$ cat config.mk
export PLATFORM = sky130hd
export DESIGN_NAME = chunk_loader
export DESIGN_NICKNAME = d
export VERILOG_FILES = /design/src/rtl/chunk_loader.sv
export SDC_FILE = /design/constraint.sdc
export NUM_CORES = 1
export LEC_CHECK = 0
export CORE_MARGIN = 2
export CORE_UTILIZATION = 58
export DETAILED_ROUTE_END_ITERATION = 12
export HOLD_SLACK_MARGIN = 0.03
export PLACE_DENSITY = 0.85
export SKIP_LAST_GASP = 1
export SLEW_MARGIN = 20
export SYNTH_ARGS = -nofsm -noshare
export SYNTH_HDL_FRONTEND = slang
export SYNTH_SLANG_ARGS = --single-unit
export TNS_END_PERCENT = 50
$ cat constraint.sdc
create_clock -name clk_in -period 3.2 [get_ports clk_in]
set_input_delay 0.32 -clock clk_in [delete_from_list [all_inputs] [get_ports clk_in]]
set_output_delay 0.32 -clock clk_in [all_outputs]
set_load 0.005 [all_outputs]
$ cat src/rtl/chunk_loader.sv
// Deframes the server chunk stream into one l3_cache write per block with (x,y,z) addressing.
// Optional run-length payload decoding is enabled by defining CHUNK_LOADER_RLE_EN.
//
// state   | meaning
// --------+-------------------------------------------------------------
// IDLE    | hunting for SYNC_BYTE; other bytes are discarded
// LOAD    | waiting for next payload byte (run count byte when RLE is on)
// PAIR_HI | RLE only: waiting for the block byte of a (count,block) pair
// WRITE   | write request held on the cache port until accepted
// CHECK   | waiting for the checksum byte that closes the frame
module chunk_loader #(
   parameter int          LENGTH         = 64,
   parameter int          WIDTH          = 64,
   parameter int          HEIGHT         = 16,
   parameter logic [7:0]  SYNC_BYTE      = 8'hA5,
   parameter int          TIMEOUT_CYCLES = 100000
) (
   input  logic                       clk_in,
   input  logic                       rst_in,
   input  logic [7:0]                 rx_data_in,
   input  logic                       rx_valid_in,
   input  logic                       wr_ready_in,
   output logic                       wr_valid_out,
   output logic [$clog2(LENGTH)-1:0]  wr_x_out,
   output logic [$clog2(WIDTH)-1:0]   wr_y_out,
   output logic [$clog2(HEIGHT)-1:0]  wr_z_out,
   output logic [7:0]                 wr_data_out,
   output logic                       loaded_out,
   output logic                       cksum_err_out,
   output logic                       frame_err_out
);

   localparam int XW = $clog2(LENGTH);
   localparam int YW = $clog2(WIDTH);
   localparam int ZW = $clog2(HEIGHT);
   localparam int TW = $clog2(TIMEOUT_CYCLES + 1);

`ifdef CHUNK_LOADER_RLE_EN
   typedef enum logic [2:0] {
      S_IDLE, S_LOAD, S_PAIR_HI, S_WRITE, S_CHECK
   } state_t;
`else
   typedef enum logic [2:0] {
      S_IDLE, S_LOAD, S_WRITE, S_CHECK
   } state_t;
`endif

   state_t          state_q, state_d;
   logic [XW-1:0]   x_q, x_d;
   logic [YW-1:0]   y_q, y_d;
   logic [ZW-1:0]   z_q, z_d;
   logic [7:0]      acc_q, acc_d;
   logic [7:0]      data_q, data_d;
   logic [TW-1:0]   tmr_q, tmr_d;
   logic            valid_q, valid_d;
   logic            loaded_q, loaded_d;
   logic            cksum_err_q, cksum_err_d;
   logic            frame_err_q, frame_err_d;
   logic            timeout;
   logic            last_blk;
`ifdef CHUNK_LOADER_RLE_EN
   logic [7:0]      run_q, run_d;
`endif

   // Idle-gap timer counts down from TIMEOUT_CYCLES; terminal count is the last idle cycle allowed.
   assign timeout  = (state_q != S_IDLE) && !rx_valid_in && (tmr_q == TW'(1));
   assign last_blk = (x_q == XW'(LENGTH - 1)) && (y_q == YW'(WIDTH - 1)) &&
                     (z_q == ZW'(HEIGHT - 1));

   always_ff @(posedge clk_in) begin
      if (rst_in) begin
         state_q     <= S_IDLE;
         x_q         <= '0;
         y_q         <= '0;
         z_q         <= '0;
         acc_q       <= '0;
         data_q      <= '0;
         tmr_q       <= TW'(TIMEOUT_CYCLES);
         valid_q     <= 1'b0;
         loaded_q    <= 1'b0;
         cksum_err_q <= 1'b0;
         frame_err_q <= 1'b0;
`ifdef CHUNK_LOADER_RLE_EN
         run_q       <= '0;
`endif
      end else begin
         state_q     <= state_d;
         x_q         <= x_d;
         y_q         <= y_d;
         z_q         <= z_d;
         acc_q       <= acc_d;
         data_q      <= data_d;
         tmr_q       <= tmr_d;
         valid_q     <= valid_d;
         loaded_q    <= loaded_d;
         cksum_err_q <= cksum_err_d;
         frame_err_q <= frame_err_d;
`ifdef CHUNK_LOADER_RLE_EN
         run_q       <= run_d;
`endif
      end
   end

   always_comb begin
      state_d     = state_q;
      x_d         = x_q;
      y_d         = y_q;
      z_d         = z_q;
      acc_d       = acc_q;
      data_d      = data_q;
      loaded_d    = loaded_q;
      cksum_err_d = 1'b0;
      frame_err_d = 1'b0;
`ifdef CHUNK_LOADER_RLE_EN
      run_d       = run_q;
`endif
      if (state_q == S_IDLE || rx_valid_in) begin
         tmr_d = TW'(TIMEOUT_CYCLES);
      end else if (tmr_q != '0) begin
         tmr_d = tmr_q - TW'(1);
      end else begin
         tmr_d = tmr_q;
      end

      case (state_q)
         S_IDLE: begin
            if (rx_valid_in && rx_data_in == SYNC_BYTE) begin
               x_d      = '0;
               y_d      = '0;
               z_d      = '0;
               acc_d    = '0;
               loaded_d = 1'b0;
               state_d  = S_LOAD;
            end
         end
         S_LOAD: begin
            if (timeout) begin
               frame_err_d = 1'b1;
               state_d     = S_IDLE;
            end else if (rx_valid_in) begin
               acc_d = acc_q ^ rx_data_in;
`ifdef CHUNK_LOADER_RLE_EN
               if (rx_data_in == 8'd0) begin
                  frame_err_d = 1'b1;
                  state_d     = S_IDLE;
               end else begin
                  run_d   = rx_data_in;
                  state_d = S_PAIR_HI;
               end
`else
               data_d  = rx_data_in;
               state_d = S_WRITE;
`endif
            end
         end
`ifdef CHUNK_LOADER_RLE_EN
         S_PAIR_HI: begin
            if (timeout) begin
               frame_err_d = 1'b1;
               state_d     = S_IDLE;
            end else if (rx_valid_in) begin
               acc_d   = acc_q ^ rx_data_in;
               data_d  = rx_data_in;
               state_d = S_WRITE;
            end
         end
`endif
         S_WRITE: begin
            // A byte arriving while a write is still pending has nowhere to go.
            if (rx_valid_in) begin
               frame_err_d = 1'b1;
               state_d     = S_IDLE;
            end else if (timeout) begin
               frame_err_d = 1'b1;
               state_d     = S_IDLE;
            end else if (wr_ready_in) begin
               if (last_blk) begin
`ifdef CHUNK_LOADER_RLE_EN
                  if (run_q != 8'd1) begin
                     frame_err_d = 1'b1;
                     state_d     = S_IDLE;
                  end else begin
                     state_d = S_CHECK;
                  end
`else
                  state_d = S_CHECK;
`endif
               end else begin
                  if (x_q == XW'(LENGTH - 1)) begin
                     x_d = '0;
                     if (y_q == YW'(WIDTH - 1)) begin
                        y_d = '0;
                        z_d = z_q + ZW'(1);
                     end else begin
                        y_d = y_q + YW'(1);
                     end
                  end else begin
                     x_d = x_q + XW'(1);
                  end
`ifdef CHUNK_LOADER_RLE_EN
                  if (run_q == 8'd1) begin
                     state_d = S_LOAD;
                  end else begin
                     run_d = run_q - 8'd1;
                  end
`else
                  state_d = S_LOAD;
`endif
               end
            end
         end
         S_CHECK: begin
            if (timeout) begin
               frame_err_d = 1'b1;
               state_d     = S_IDLE;
            end else if (rx_valid_in) begin
               if (rx_data_in == acc_q) begin
                  loaded_d = 1'b1;
               end else begin
                  cksum_err_d = 1'b1;
               end
               state_d = S_IDLE;
            end
         end
         default: state_d = S_IDLE;
      endcase

      valid_d = (state_d == S_WRITE);
   end

   assign wr_valid_out  = valid_q;
   assign wr_x_out      = x_q;
   assign wr_y_out      = y_q;
   assign wr_z_out      = z_q;
   assign wr_data_out   = data_q;
   assign loaded_out    = loaded_q;
   assign cksum_err_out = cksum_err_q;
   assign frame_err_out = frame_err_q;

endmodule
==> flow_metrics.tcl, run 1 <==
set metrics [dict create \
    cp.arrival_ns 2.59 \
    hpwl_um 4140 \
    yosys_warnings 0 \
    end_kind "register" \
    num_vias 2413 \
    grt_overflow 0 \
    syn-num-nets 341 \
    powerDensity_nw_per_um2 366 \
    drt_wl_total_um 5820 \
    clockBufferDepth 2 \
    rsz0062_at_grt "false" \
    synth_cells 323 \
    clkLatencyLatePin_ns 0.32 \
    htree_levels 2 \
    drtIter0Drc 205 \
    crit_start "wr_y_out[0]" \
    hold_viol_final 0 \
    slew-limit-headroom 0.492 \
    cts_buffers 5 \
    place_inst 403 \
    die-width_um 72.3 \
    cp-start-kind "register" \
    ioPinCount 40 \
    cap_viol_max_count 0 \
    grt_pass1_wl_um 9890 \
    postCtsSetupBuffers 0 \
    cts_tree "yes" \
    final.period_utilization 0.730 \
    setup_viol 0 \
    ys_async_sr_fraction 0 \
    portBuffers 39 \
    worstSetupPathType "register to register" \
    max_freq_mhz 428 \
    mostFrequentLayoutCells "dfxtp_1, nor2_1, clkdlybuf4s50_1" \
    cts.repair.resized 0 \
    grt_max_degree 37 \
    drc 0 \
    avgRoutedWirePerCell_um 14.1 \
    core_um2 4410 \
    worstHoldPathType "register to register" \
    vias_per_cell 5.87 \
    crit_end "wr_z_out[3]" \
    grt_pass1_vias 2220 \
    ctsHoldBuffers 0 \
    synth_seq_cells 56 \
    fin_nets 376 \
    finalCriticalPeriod_ns 2.34 \
    final_common_cell "dfxtp_1" \
    avgSynthCellArea_um2 8.38 \
    clk_pin_slew_ns 0.09 \
    synth_ff_type "dfxtp_1" \
    ys_types 47 \
    synth_edf_count 0 \
    crit_required_ns 3.46 \
    cts_root_buffer "clkbuf_8" \
    status "finished clean" \
    r2r_start "wr_y_out[0]" \
    fin_cells 411 \
    drive_above_1_share 0.0390 \
    syn_area_um2 2710 \
    grt_antenna_before_repair 0 \
    cp_max_fo 7 \
    start_util 0.613 \
    seqCellArea_um2 1120 \
    track_usage 0.239 \
    area_growth_pct 18.1 \
    worst_pin_slew_ns 0.755 \
    dieArea_um2 5230 \
    irDropWorstVdd_mv 0.300 \
    dieHeight_um 72.3 \
    postRouteAntennaNets 0 \
    finClkSkew_ns 0.00848 \
    r2r_end "wr_z_out[3]" \
    gp_congestion 0.837 \
    ys_seq_area_frac 0.414 \
    rows 24 \
    nFillCells 354 \
    p_total_mw 1.17 \
    reg2reg_depth 6 \
    p_leak_nw 1.08 \
    cts.sinks 56 \
    fin_setup_tns_ns 0 \
    diodes 0 \
    drv_slew 0 \
    multi_input_area_um2 1500 \
    first_pass_iters 4 \
    r2r_slack_ns 0.86 \
]
## metal layers
| metal | GRT usage | part of all wire | up-vias |
|---|---|---|---|
| li1 | - | - | 1210 |
| met1 | 0.320 | 0.47 | 1141 |
| met2 | 0.384 | 0.47 | 54 |
| met3 | 0.0375 | 0.042 | 8 |
| met4 | 0.0964 | 0.017 | 0 |
| met5 | 0 | 0 | - |
## cells by family (layout without fill, tap and decap cells)
group / Yosys count / count (layout) / synth area share
xor+xnor: 23 / 23 / 0.0744
compound gates: 66 / 66 / 0.157
simple gates: 153 / 153 / 0.293
flops: 56 / 56 / 0.414
other cells: 1 / 1 / 0.00139
fa+ha+maj: 6 / 6 / 0.0277
buf+inv: 18 / 54 / 0.0319
## area by class of cell
cell class / count / share of cell area
Inverter: 6 / 0.00705
Sequential cell: 56 / 0.351
Timing Repair Buffer: 40 / 0.125
Multi-Input combinational cell: 249 / 0.469
Clock buffer: 8 / 0.0282
Tap cell: 52 / 0.0204
## power breakdown
part,internal (mW),switching (mW),leakage [nW]
Sequential,0.701,0.00507,0.452
Combinational,0.0304,0.0392,0.581
Clock,0.177,0.218,0.0455
## critical path, cell delays in order (launching register included)
cell,delay [ns]
dfxtp_1,0.46
ha_1,0.25
nand2_1,0.11
nor4_1,0.69
o211ai_1,0.24
or3_1,0.39
a21oi_1,0.14
## state kept, by name, indices dropped and copies added, names as in the netlist
signal / count
wr_y_out: 6
wr_x_out: 6
wr_data_out: 8
acc_q: 8
wr_valid_out: 1
loaded_out: 1
tmr_q: 17
state_q: 3
frame_err_out: 1
wr_z_out: 4
cksum_err_out: 1
## per-stage QoR
step	utilization	cell area, um^2	worst slack [ns]	hold WS, ns
after CTS	0.724	3200	0.885	0.461
after detailed placement	0.704	3110	0.655	0.448
after floorplan	-	2710	1.24	0.453
final	0.724	3200	0.864	0.456
after global routing	0.724	3200	0.720	0.501
after global placement	0.704	3110	0.715	0.443
## cells in the mapped netlist, drive strengths merged (2+ instances only)
cell / n / share of area
a21oi: 24 / 0.044
a41oi: 2 / 0.013
and2: 3 / 0.0069
and3: 3 / 0.0069
and4: 2 / 0.0065
buf: 5 / 0.014
clkbuf: 7 / 0.0097
dfxtp: 56 / 0.41
ha: 6 / 0.028
inv: 6 / 0.0083
nand2: 36 / 0.053
nand2b: 2 / 0.0046
nand3: 15 / 0.031
nand4: 10 / 0.023
nand4b: 5 / 0.016
nor2: 39 / 0.054
nor2b: 7 / 0.016
nor3: 9 / 0.017
nor4: 5 / 0.012
o21a: 8 / 0.022
o21ai: 23 / 0.047
or3: 7 / 0.016
or3b: 2 / 0.0065
or4: 3 / 0.0083
xnor2: 10 / 0.032
xor2: 13 / 0.042
## how the worst min path moves through the flow
stage | startpoint | to | slack (ns) | depth (start not counted)
after floorplan | wr_data_out[0] | wr_data_out[0] | 0.45 | 2
after global placement | wr_data_out[2] | wr_data_out[2] | 0.44 | 2
after detailed placement | wr_data_out[1] | wr_data_out[1] | 0.45 | 2
after CTS | wr_data_out[1] | wr_data_out[1] | 0.46 | 2
after global routing | wr_data_out[3] | wr_data_out[3] | 0.50 | 2
final | wr_data_out[1] | wr_data_out[1] | 0.46 | 2
No activity file was read; power rests on OpenSTA's default activity.
==> run 2, diff against run 1 <==
--- a/config.mk
+++ b/config.mk
@@ -6,10 +6,10 @@
 export NUM_CORES = 1
 export LEC_CHECK = 0
 export CORE_MARGIN = 2
-export CORE_UTILIZATION = 58
+export CORE_UTILIZATION = 49
 export DETAILED_ROUTE_END_ITERATION = 12
 export HOLD_SLACK_MARGIN = 0.03
-export PLACE_DENSITY = 0.85
+export PLACE_DENSITY = 0.76
 export SKIP_LAST_GASP = 1
 export SLEW_MARGIN = 20
 export SYNTH_ARGS = -nofsm -noshare
==> constraint.sdc (replaced) <==
create_clock -name clk_in -period 1.9 [get_ports clk_in]
set_input_delay 0.19 -clock clk_in [delete_from_list [all_inputs] [get_ports clk_in]]
set_output_delay 0.19 -clock clk_in [all_outputs]
set_load 0.005 [all_outputs]
==> flow_metrics.tcl, run 2 (synthesis results as in run 1) <==
set metrics [dict create \
    vias_per_cell 5.43 \
    mostFrequentLayoutCells "buf_4, dfxtp_1, nor2_1, clkdlybuf4s50_1, nand2_1" \
    fin_nets 442 \
    num_vias 2697 \
    finClkSkew_ns 0.0133 \
    hold_viol_final 0 \
    dieArea_um2 6130 \
    worstSetupPathType "register to register" \
    cap_viol_max_count 0 \
    irDropWorstVdd_mv 0.543 \
    grt_overflow 0 \
    drt_wl_total_um 7110 \
    drtIter0Drc 105 \
    drc 0 \
    final_area_um2 3870 \
    cts_tree "yes" \
    cp_max_fo 5 \
    clk_pin_slew_ns 0.10 \
    cts_root_buffer "clkbuf_8" \
    grt_max_degree 20 \
    hpwl_um 5110 \
    avgRoutedWirePerCell_um 14.3 \
    final.setup.worst_slack_ns 0.0103 \
    ioPinCount 40 \
    final.period_utilization 0.995 \
    first_pass_iters 4 \
    worstHoldPathType "input port to register" \
    place_ws_ns -0.340 \
    dieHeight_um 78.3 \
    p_leak_nw 1.44 \
    powerDensity_nw_per_um2 554 \
    diodes 0 \
    postRouteAntennaNets 0 \
    grt_antenna_before_repair 0 \
    drive_above_1_share 0.254 \
    status "finished clean" \
    htree_levels 2 \
    die-width_um 78.3 \
    cts_buffers 5 \
    gp_congestion 0.846 \
    cp-start-kind "register" \
    clkLatencyLatePin_ns 0.32 \
    drv_slew 0 \
    grt_pass1_vias 2612 \
    postCtsSetupBuffers 0 \
    setup_viol 0 \
    grt_pass1_wl_um 11500 \
    final_common_cell "buf_4" \
    core_um2 5410 \
    finalCriticalPeriod_ns 1.89 \
    rsz0062_at_grt "true" \
    largest_reg_flops 17 \
    cts.sinks 56 \
    start_util 0.501 \
    area_growth_pct 43.1 \
    cp.arrival_ns 2.10 \
    portBuffers 39 \
    clockBufferDepth 2 \
    nFillCells 413 \
    place_area_um2 3640 \
    ctsHoldBuffers 0 \
    rows 27 \
    holdWs_ns 0.370 \
    crit_required_ns 2.11 \
    max_freq_mhz 529 \
    end_kind "register" \
    track_usage 0.232 \
    top_register "tmr_q" \
]
## run 2: power by group
group          leakage, nW  internal [mW]  switching, mW  total (mW)
Combinational        0.933         0.0871         0.0833       0.170
Sequential           0.455           1.18        0.00548        1.19
Clock               0.0552          0.392          0.396       0.788
## run 2: path summary, 6_finish.rpt
check	start	to	slack (ns)	cells after the start
worst min-delay path	rx_data_in[4]	wr_data_out[4]	0.37	4
worst min register to register	wr_data_out[4]	wr_data_out[4]	0.46	2
worst max register to register	tmr_q[10]	wr_x_out[4]	0.01	7
worst max-delay path	tmr_q[10]	wr_x_out[4]	0.01	7
## run 2: critical path, cell delays in order, from the launching register on
cell     delay [ns]
dfxtp_2        0.35
nor4_4         0.31
and4_4         0.33
a41oi_4        0.20
buf_4          0.20
nand3_1        0.11
xor2_1         0.20
nor2_1         0.06
## run 2: per-stage QoR
step           total power [mW]  instances  setup TNS [ns]   util
2_1_floorplan              1.28        323               0      -
3_3_place_gp               1.37        490           -5.01  0.673
3_5_place_dp               1.38        490           -6.87  0.673
4_1_cts                    2.15        498        -0.00964  0.698
5_1_grt                    2.20        497         -0.0853  0.716
6_report                   2.14        497               0  0.716
## run 2: final cells by class
class	count	area, um^2	share of cell area
multi-input combinational	249	1620	0.419
sequential	56	1130	0.292
timing repair buffer	106	896	0.231
tap	72	90.1	0.0233
clock buffer	6	72.6	0.0187
clock inverter	2	35.0	0.00905
inverter	6	22.5	0.00582
## run 2: layer usage
layer / track usage / vias up / share of wire
met2: 0.398 / 73 / 0.51
met5: 0 / - / 0
met1: 0.284 / 1264 / 0.43
li1: - / 1348 / -
met4: 0.0982 / 0 / 0.015
met3: 0.0460 / 12 / 0.042
## run 2: what timing repair did
action | CTS | global route
setup endpoints to repair | 25 | 27
resized for setup | 6 | 30
pin swaps | 0 | 10
==> RTL edit (flow settings as in run 2) <==
Encoding of `state_t`: now one-hot (4 bits for 4 states).
--- a/src/rtl/chunk_loader.sv
+++ b/src/rtl/chunk_loader.sv
@@ -41,6 +41,6 @@
    } state_t;
 `else
-   typedef enum logic [2:0] {
-      S_IDLE, S_LOAD, S_WRITE, S_CHECK
+   typedef enum logic [3:0] {
+      S_IDLE = 4'b0001, S_LOAD = 4'b0010, S_WRITE = 4'b0100, S_CHECK = 4'b1000
    } state_t;
 `endif
Formal check against the unedited RTL: same outputs for any inputs over 10 cycles, from zero or initial values and one cycle with rst_in high; not proved beyond that.
==> RTL edit against run 2 <==
The flow now finishes with violations (setup timing); hold slack lost 0.049 ns; clock skew down 0.0048 ns; wire length increased by 29%; sequential cell count increased by 1; area after synthesis is 3.9% higher; first-iteration DRC count grew 90%; worst setup slack worse by 0.23 ns; critical path depth decreased by 1; via count grew 17%; power increased by 14%; cell area grew 15%; largest cell class unchanged; largest power group unchanged.
==> RTL edit: results (changes against run 2) <==
<table>
<tr><th>Metric</th><th>Value</th></tr>
<tr><th colspan="2">STA</th></tr>
<tr><td>Final setup violation count</td><td>21 (was 0)</td></tr>
<tr><td>Clk_skew</td><td>0.00846 ns (was 0.0133 ns)</td></tr>
<tr><td>Fin worst setup slack</td><td>-0.219 ns (was 0.0103 ns)</td></tr>
<tr><th colspan="2">Place</th></tr>
<tr><td>Post-Place Cells</td><td>526 (was 490)</td></tr>
<tr><td>Setup Slack @ Placement</td><td>-0.537 ns (was -0.340 ns)</td></tr>
<tr><td>Post-DP HPWL</td><td>5.29 mm (was 5.11 mm)</td></tr>
<tr><td>Weighted congestion at the end of routability-driven global placement</td><td>0.872 (was 0.846)</td></tr>
<tr><th colspan="2">CTS</th></tr>
<tr><td>Worst-skew pair later-pin latency</td><td>0.34 ns (was 0.32 ns)</td></tr>
<tr><td>Clock slew seen by the registers of the worst setup and hold paths</td><td>0.07 ns (was 0.10 ns)</td></tr>
<tr><td>Post-CTS Resized</td><td>15 (was 6)</td></tr>
<tr><td>Clock buffers created by TritonCTS</td><td>9 (was 5)</td></tr>
<tr><th colspan="2">Critical path</th></tr>
<tr><td>Number of cell instances on the worst register-to-register path</td><td>6 (was 7)</td></tr>
<tr><td>Critical Path AT</td><td>2.40 ns (was 2.10 ns)</td></tr>
<tr><td>Worst r2r dst</td><td>wr_y_out[4]$_SDFFE_PP0P_ (was wr_x_out[4]$_SDFFE_PP0P_)</td></tr>
<tr><td>Worst reg2reg setup slack</td><td>-0.22 ns (was 0.01 ns)</td></tr>
<tr><th colspan="2">Global route</th></tr>
<tr><td>All-Layer GR Usage</td><td>26.2% (was 23.2%)</td></tr>
<tr><td>First-pass GRT wire length</td><td>13.1 mm (was 11.5 mm)</td></tr>
<tr><td>Vias in the first global route</td><td>2953 (was 2612)</td></tr>
<tr><th colspan="2">Pwr</th></tr>
<tr><td>Largest vdd supply drop</td><td>572 uV (was 543 uV)</td></tr>
<tr><th colspan="2">Status</th></tr>
<tr><td>Result of the run</td><td>finished with violations (was complete, no violations)</td></tr>
<tr><td>Violations in the final reports</td><td>setup timing</td></tr>
<tr><th colspan="2">Min path</th></tr>
<tr><td>Min-delay src</td><td>rx_valid_in (was rx_data_in[4])</td></tr>
<tr><th colspan="2">Yosys</th></tr>
<tr><td>Share of synthesized cell area in full adder, half adder and majority cells</td><td>2.67% (was 2.77%)</td></tr>
<tr><td>Syn Nets</td><td>364 (was 341)</td></tr>
<tr><td>Leading post-synthesis cells by instance count</td><td>57 x sky130_fd_sc_hd__dfxtp_1, 39 x sky130_fd_sc_hd__a21oi_1, 37 x sky130_fd_sc_hd__nor2_1 (was 56 x sky130_fd_sc_hd__dfxtp_1, 39 x sky130_fd_sc_hd__nor2_1, 35 x sky130_fd_sc_hd__nand2_1)</td></tr>
<tr><td>Seq/Total Area, Yosys</td><td>40.6% (was 41.4%)</td></tr>
<tr><th colspan="2">Routing</th></tr>
<tr><td>Detailed-route via count</td><td>3149 (was 2697)</td></tr>
<tr><td>Average routed wire per standard cell</td><td>16.4 um (was 14.3 um)</td></tr>
</table>
## RTL edit: layer usage
layer  GRT usage (%)  share of wire [%]  vias up
met5               0                  0        -
met4            11.5                3.0        0
met3            5.54                4.2       27
met2            45.1                 50       93
met1            31.2                 42     1532
li1                -                  -     1497
## RTL edit: final cells by class
| class | instances | area [um2] | area share (%) |
|---|---|---|---|
| Timing Repair Buffer | 137 | 1170 | 26.3 |
| Clock buffer | 13 | 149 | 3.35 |
| Sequential cell | 57 | 1150 | 25.9 |
| Tap cell | 72 | 90.1 | 2.03 |
| Clock inverter | 3 | 40.0 | 0.901 |
| Inverter | 7 | 26.3 | 0.591 |
| Multi-Input combinational cell | 267 | 1820 | 41.0 |
## RTL edit: report_power, final
group | leakage [nW] | internal (mW) | switching (mW)
Clock | 0.0974 | 0.639 | 0.486
Sequential | 0.461 | 1.19 | 0.000175
Combinational | 1.09 | 0.0600 | 0.0639
Total | 1.65 | 1.89 | 0.550
